## src/rtl/sound_sequencer.sv

```systemverilog
`default_nettype none
// ============================================================================
// Module      : sound_sequencer
// Description : Prioritised melody player driving the single tone channel.
// Revision    : 1.0 - initial release
// ============================================================================
module sound_sequencer #(
  parameter int NOTE_TICKS = 12_500_000,
  parameter int GAP_TICKS  = 2_500_000,
  parameter int CNT_W      = 26
) (
  input  logic       clk,
  input  logic       resetN,
  input  logic       lose_req,
  input  logic       win_req,
  input  logic       gate_req,
  output logic [9:0] tone_freq,
  output logic       enable_sound,
  output logic       busy,
  output logic [1:0] cur_melody,
  output logic       done
);

  localparam logic [CNT_W-1:0] C_NOTE_LOAD = CNT_W'(NOTE_TICKS - 1);
  localparam logic [CNT_W-1:0] C_GAP_LOAD  = CNT_W'(GAP_TICKS - 1);
  localparam logic [CNT_W-1:0] C_CNT_ONE   = CNT_W'(1);

  typedef enum logic [1:0] {
    S_IDLE = 2'd0,
    S_NOTE = 2'd1,
    S_GAP  = 2'd2
  } state_t;

  state_t           r_state,    w_state_nxt;
  logic [1:0]       r_melody,   w_melody_nxt;
  logic [1:0]       r_note_idx, w_note_idx_nxt;
  logic [CNT_W-1:0] r_cnt,      w_cnt_nxt;
  logic             r_done,     w_done_nxt;
  logic [1:0]       w_req_pri;
  logic [1:0]       w_last_idx;
  logic             w_accept;

  always_ff @(posedge clk or negedge resetN) begin
    if (!resetN) begin
      r_state    <= S_IDLE;
      r_melody   <= 2'd0;
      r_note_idx <= 2'd0;
      r_cnt      <= '0;
      r_done     <= 1'b0;
    end else begin
      r_state    <= w_state_nxt;
      r_melody   <= w_melody_nxt;
      r_note_idx <= w_note_idx_nxt;
      r_cnt      <= w_cnt_nxt;
      r_done     <= w_done_nxt;
    end
  end

  always_comb begin
    w_req_pri      = 2'd0;
    w_last_idx     = 2'd0;
    w_state_nxt    = r_state;
    w_melody_nxt   = r_melody;
    w_note_idx_nxt = r_note_idx;
    w_cnt_nxt      = r_cnt;
    w_done_nxt     = 1'b0;

    if (lose_req)      w_req_pri = 2'd3;
    else if (win_req)  w_req_pri = 2'd2;
    else if (gate_req) w_req_pri = 2'd1;

    case (r_melody)
      2'd3:    w_last_idx = 2'd2;
      2'd2:    w_last_idx = 2'd3;
      default: w_last_idx = 2'd0;
    endcase

    // A strictly higher request restarts the channel, which also covers IDLE.
    w_accept = (w_req_pri > r_melody);

    if (w_accept) begin
      w_state_nxt    = S_NOTE;
      w_melody_nxt   = w_req_pri;
      w_note_idx_nxt = 2'd0;
      w_cnt_nxt      = C_NOTE_LOAD;
    end else begin
      case (r_state)
        S_NOTE: begin
          if (r_cnt != '0) begin
            w_cnt_nxt = r_cnt - C_CNT_ONE;
          end else if (r_note_idx == w_last_idx) begin
            w_state_nxt    = S_IDLE;
            w_melody_nxt   = 2'd0;
            w_note_idx_nxt = 2'd0;
            w_done_nxt     = 1'b1;
          end else begin
            w_state_nxt = S_GAP;
            w_cnt_nxt   = C_GAP_LOAD;
          end
        end
        S_GAP: begin
          if (r_cnt != '0) begin
            w_cnt_nxt = r_cnt - C_CNT_ONE;
          end else begin
            w_state_nxt    = S_NOTE;
            w_note_idx_nxt = r_note_idx + 2'd1;
            w_cnt_nxt      = C_NOTE_LOAD;
          end
        end
        default: ;
      endcase
    end
  end

  // Melody ROM, indexed by {melody, note_idx}.
  always_comb begin
    tone_freq = 10'd0;
    if (r_state == S_NOTE) begin
      case ({r_melody, r_note_idx})
        4'b11_00: tone_freq = 10'd392;
        4'b11_01: tone_freq = 10'd330;
        4'b11_10: tone_freq = 10'd262;
        4'b10_00: tone_freq = 10'd262;
        4'b10_01: tone_freq = 10'd330;
        4'b10_10: tone_freq = 10'd392;
        4'b10_11: tone_freq = 10'd523;
        4'b01_00: tone_freq = 10'd660;
        default:  tone_freq = 10'd0;
      endcase
    end
  end

  assign enable_sound = (r_state == S_NOTE);
  assign busy         = (r_state != S_IDLE);
  assign cur_melody   = r_melody;
  assign done         = r_done;

endmodule
`default_nettype wire
```

## config.mk

```make
export PLATFORM = sky130hd
export DESIGN_NAME = sound_sequencer
export DESIGN_NICKNAME = d
export VERILOG_FILES = /design/src/rtl/sound_sequencer.sv
export SDC_FILE = /design/constraint.sdc
export NUM_CORES = 1
export LEC_CHECK = 0
export ABC_CLOCK_PERIOD_IN_PS = 8000
export BUFFER_PORTS_ARGS = -buffer_cell sky130_fd_sc_hd__clkbuf_2
export CAP_MARGIN = 20
export CORE_AREA = 4 4 71 73
export CTS_CLUSTER_SIZE = 40
export DETAILED_ROUTE_END_ITERATION = 8
export DIE_AREA = 0 0 75 77
export HOLD_SLACK_MARGIN = 0.1
export PLACE_DENSITY = 0.72
export SLEW_MARGIN = 40
export SYNTH_ARGS = -nofsm -noshare
export SYNTH_HDL_FRONTEND = slang
export SYNTH_SLANG_ARGS = --single-unit
```

## constraint.sdc

```tcl
create_clock -name clk -period 8 [get_ports clk]
set_input_delay 1.6 -clock clk [delete_from_list [all_inputs] [get_ports clk]]
set_output_delay 1.6 -clock clk [all_outputs]
set_load 0.03 [all_outputs]
```

# After elaboration in Yosys (flattened, before gate mapping)
# Memories as Yosys holds them, arrays and structs flattened.
# Index checks and enable logic that the tools add are counted.
# word_totals
out_inout_bits,15
rom_bits,144
word_cells,54
n_memories,1
register_bits,33
inputBits,5
# classes
magnitude_cmp,1
eq_ne,10
reduce_logical,9
mux,26
n_addsub,2
# mem_list
memory,depth,word_bits,read_ports,rd_ports_with_merged_regs,wr,line_no,text
(name not given),16,9,1,0,0,119,"case ({r_melody, r_note_idx})"
# op_table
op,count
two-way mux 26 bit,4
one-hot mux 26 bit (2 select lines),1
nonzero test 26 bit,1
subtractor 26 x 1 -> 26 bit (second input constant),1
two-way mux 2 bit,12
one-hot mux 2 bit (2 select lines),3
two-way mux 10 bit,1
equality test 2 bit (second input constant),3
!= test 3 bit (second input constant),2
AND reduction 3 bit,2
nonzero test 2 bit,3
two-way mux 1 bit,5
!= test 4 x 3 -> 1 bit (second input constant),1
AND reduction 4 bit,1
!= test 3 x 1 -> 1 bit (second input constant),1
nonzero test 3 bit,1
adder 2 x 1 -> 2 bit (second input constant),1
equality test 2 x 1 -> 1 bit (second input constant),1
equality test 2 bit,1
> comparator 2 bit,1
!= test 2 bit (second input constant),1
AND reduction 2 bit,1

# Logic depth before layout (Yosys ltp)
# depth
depth_word,7
depth_mapped,11
mapped_depth_nobuf,9

# Worst setup path before layout
# Ideal clock, no wire load.
# synth_path
path_type,flip-flop to output port
from,reg r_state[1]
to,out tone_freq[9]
arrival_time_ns,2.205
required_time_ns,6.400
stages_incl_launch_ff,7
setup_slack_ns,4.195
path_buffers,0
cell_sequence,dfrtp_1 inv_1 nand2_1 inv_1 nand2_1 nor3b_1 or2_2
# synth_between
elab_chain_cells,2
# synth_lines
item,line_no,text
start: declaration,34,"state_t r_state, w_state_nxt;"
start signal: assignment,51,r_state <= w_state_nxt;
equality test 2 x 1 -> 1 bit,-,
net enable_sound,18,"output logic enable_sound,"
two-way mux 10 bit,118,if (r_state == S_NOTE) begin
end: declaration,17,"output logic [9:0] tone_freq,"
# The timed path passes the listed nets, and every way through them passes these cells.

# Worst setup path in the final report
# layout_path
from,in win_req
to,reg r_cnt[15]
# layout_between
elab_chain_cells,5
elab_cells_between_ends,7
classes_between,order compare (1); eq/ne (1); mux (3); reduce/logical (2)
# layout_lines
item,line_no,text
start: declaration,15,"input logic win_req,"
two-way mux 2 bit *,69,else if (win_req) w_req_pri = 2'd2;
two-way mux 2 bit *,68,if (lose_req) w_req_pri = 2'd3;
> comparator 2 bit *,79,w_accept = (w_req_pri > r_melody);
!= test 4 x 3 -> 1 bit (no line) / nonzero test 3 bit (equally long branches),-,
AND reduction 2 bit (no line),-,
end signal: assignment,54,r_cnt <= w_cnt_nxt;
end: declaration,37,"logic [CNT_W-1:0] r_cnt, w_cnt_nxt;"
# Mark *: on every way between the ends. The rest lies on a longest branch, timed or not.
# A chain may end at the register's enable or synchronous reset.

==> results.md <==
- Status: complete, no violations
- CP Cell Sequence: clkbuf_2 > or2_2 > ha_1 > nor2b_1 > o21a_1 > nor2_2 > nand2_2 > o21a_1 > o22a_1
- Fin crit share: 47.2%
- RSZ-0062 raised after global routing: no
- Max clock buf depth: 2
- WP buf/inv: 1
- Synthesis-stage register bit count: 33
- Most frequent cell on the critical path: o21a_1
- Worst path max stage delay: 580 ps
- Largest cells by area after synthesis: dfrtp_1, xnor2_1, ha_1
- Die Area: 5780 sq um
- Post-synth ARST share: 100%
- Worst slew pin tran: 746 ps
- Overall routing resource usage: 16.8%
- Initial antenna violation count: 0
- Root cell of the clock tree: clkbuf_8
- Total wire length: 4.31 mm
- Pin count of the biggest net entering global routing: 34
- Max Cap Viol: 0
- Predominant post-synthesis flop cell: dfrtp_1
- Tmin final: 3780 ps
- Vias in the first global route: 1,689
- Worst-path clk slew: 60 ps
- Hold_sp: r_cnt[17]
- Synth top area share: 38.3%
- NetSw: 0.277 mW
- Routed vias: 1,786
- Placed Cells: 302
- Post-synth top cells: dfrtp_1, nor2_1, nand2_1
- Pwr dens: 257 nW/um^2
- Initial Util: 49.6%
- Vias per cell: 5.76
- VDD IR max: 0.000141 V
- Iter 0 DRT Violations: 94
- Final Max Tran Viols: 0
- H-tree level count: 2
- Slew headroom: 50.3%
- Sequential fraction of the synthesis area: 38.3%
- Reg2Reg Launch Point: r_cnt[4]
- Hold WC Path Type: reg2reg
- CP max-delay cell: nor2_2
- Share of cells above drive strength 1: 16.3%
- Crit Path Class: in2reg
- Post-detail-place hpwl: 3.13 mm
- # DRC: 0
- IO buf count: 18
- Mapped Cells: 240
- Ports: 20
- Hold_ws: 547 ps
- GR Overflow Total: 0
- Leakage: 0.922 nW
- Post-synth EDFFs: 0
- Clock network fraction of design power: 19.7%
- Wire length per cell: 13.9 um
- Syn avg cell area: 8.99 sq um
- Nets: 272
- Top-count cell post-synth: dfrtp_1
- CP required: 8170 ps
- Antenna viol nets, final: 0
- Diode count: 0
- Comb pwr share: 45.9%
- Count of hold-fix buffers inserted at cts: 0
- Syn Std Cell Area: 2160 sq um
- Internal: 0.324 mW
- Number of buffers created by CTS: 5
- Final Hold Vio Count: 0
- Synthesized Nets: 255
- Cell row count: 24
- Chip height: 77 um
- Ys Warns: 0
- Cell Count, Final, Fillers Out: 310
- Setup bufs post-CTS: 0
- Core area: 4350 sq um
- Critical Path Sink Type: register
- Sw Share: 46.1%
- F_max: 265 MHz
- Setup TNS: 0 ps
- Die Wd: 75 um
- Post_cts resized: 0
- First-pass iteration count of the detailed router: 4
- CTS tree: built
- CP top delay family: simple AND/OR/NAND/NOR gates
- Placer Congestion: 0.796
- Sequential Power Share: 34.4%
- Worst Setup Start Kind: primary input
- Worst skew pair latency: 280 ps
- Unique masters post-synth: 49
- Synthesis-to-finish area growth: 8.52%
- First-pass GRT wire length: 7.61 mm
- Synth area leader: dfrtp_1
- Clock sink count: 33
- Clock skew: 4.26 ps
- Setup crit start: win_req
- WP data arrival: 3950 ps
- Final setup viols: 0
- Maximum fanout along the worst path: 16
## layer usage
layer,vias to the layer above,global-route usage [%],wire [um]
met5,-,0,0
met4,0,6.41,57
met3,6,4.44,186
met2,38,26.3,2030
met1,842,21.9,2040
li1,900,-,-
## power groups by stage
stage / combinational [mW] / sequential, mW / clock, mW
6_report: 0.276 / 0.207 / 0.118
3_5_place_dp: 0.278 / 0.210 / 0
3_3_place_gp: 0.272 / 0.209 / 0
2_1_floorplan: 0.219 / 0.205 / 0
5_1_grt: 0.308 / 0.210 / 0.132
4_1_cts: 0.279 / 0.207 / 0.124
## registers in the layout (all words and copies together), names as in the netlist
name and flops:
r_state 2, cur_melody 2, r_note_idx 2, r_cnt 26, done 1
## worst reg2reg max path, stage by stage, from the launching register on
cell	delay (ps)
dfrtp_1	410
nor4_2	510
nand4_1	500
o31ai_4	820
a21o_2	390
o21ai_0	150
a21o_1	190
## placed cells by master, fill, tap and decap left out, drive strengths merged, types with 9 or more instances in the layout
| cell | synthesis | layout |
|---|---|---|
| a2111oi | 9 | 9 |
| a21oi | 18 | 18 |
| clkbuf | 4 | 25 |
| dfrtp | 33 | 33 |
| ha | 10 | 10 |
| inv | 12 | 12 |
| nand2 | 23 | 23 |
| nor2 | 28 | 28 |
| nor3 | 11 | 11 |
| o21ai | 11 | 11 |
| xnor2 | 15 | 15 |
## cells by family after synthesis
group | after synthesis | share of synthesized area, %
compound gates | 59 | 19.5
xor+xnor | 16 | 6.49
fa+ha+maj | 10 | 5.80
buf+inv | 20 | 4.70
flops | 33 | 38.3
mux | 2 | 0.928
other cells | 1 | 0.174
simple gates | 99 | 24.1
## per-stage QoR
step	instance area [sq um]	setup WS (ps)	power, mW	util (%)
final	2340	4220	0.601	53.8
after global routing	2340	4030	0.651	53.8
after CTS	2340	4250	0.610	53.7
after detailed placement	2260	3940	0.488	51.9
after global placement	2260	3680	0.481	51.8
after floorplan	2160	4190	0.424	-
## cell type report
type / instances / area [sq um]
multi-input combinational: 187 / 1230
tap: 52 / 65.1
inverter: 12 / 45.0
sequential: 33 / 826
fill: 396 / 2010
clock buffer: 8 / 80.1
timing repair buffer: 18 / 92.6
## worst paths after layout
kind,slack [ps],cells after the start,to
max,4220,9,r_cnt[15]
min,550,2,r_cnt[17]
max reg2reg,4930,6,r_cnt[8]
min reg2reg,550,2,r_cnt[17]
max in group asynchronous,6460,1,r_cnt[5]
min in group asynchronous,1250,1,r_cnt[20]
Power figures use the tool's default switching activity.
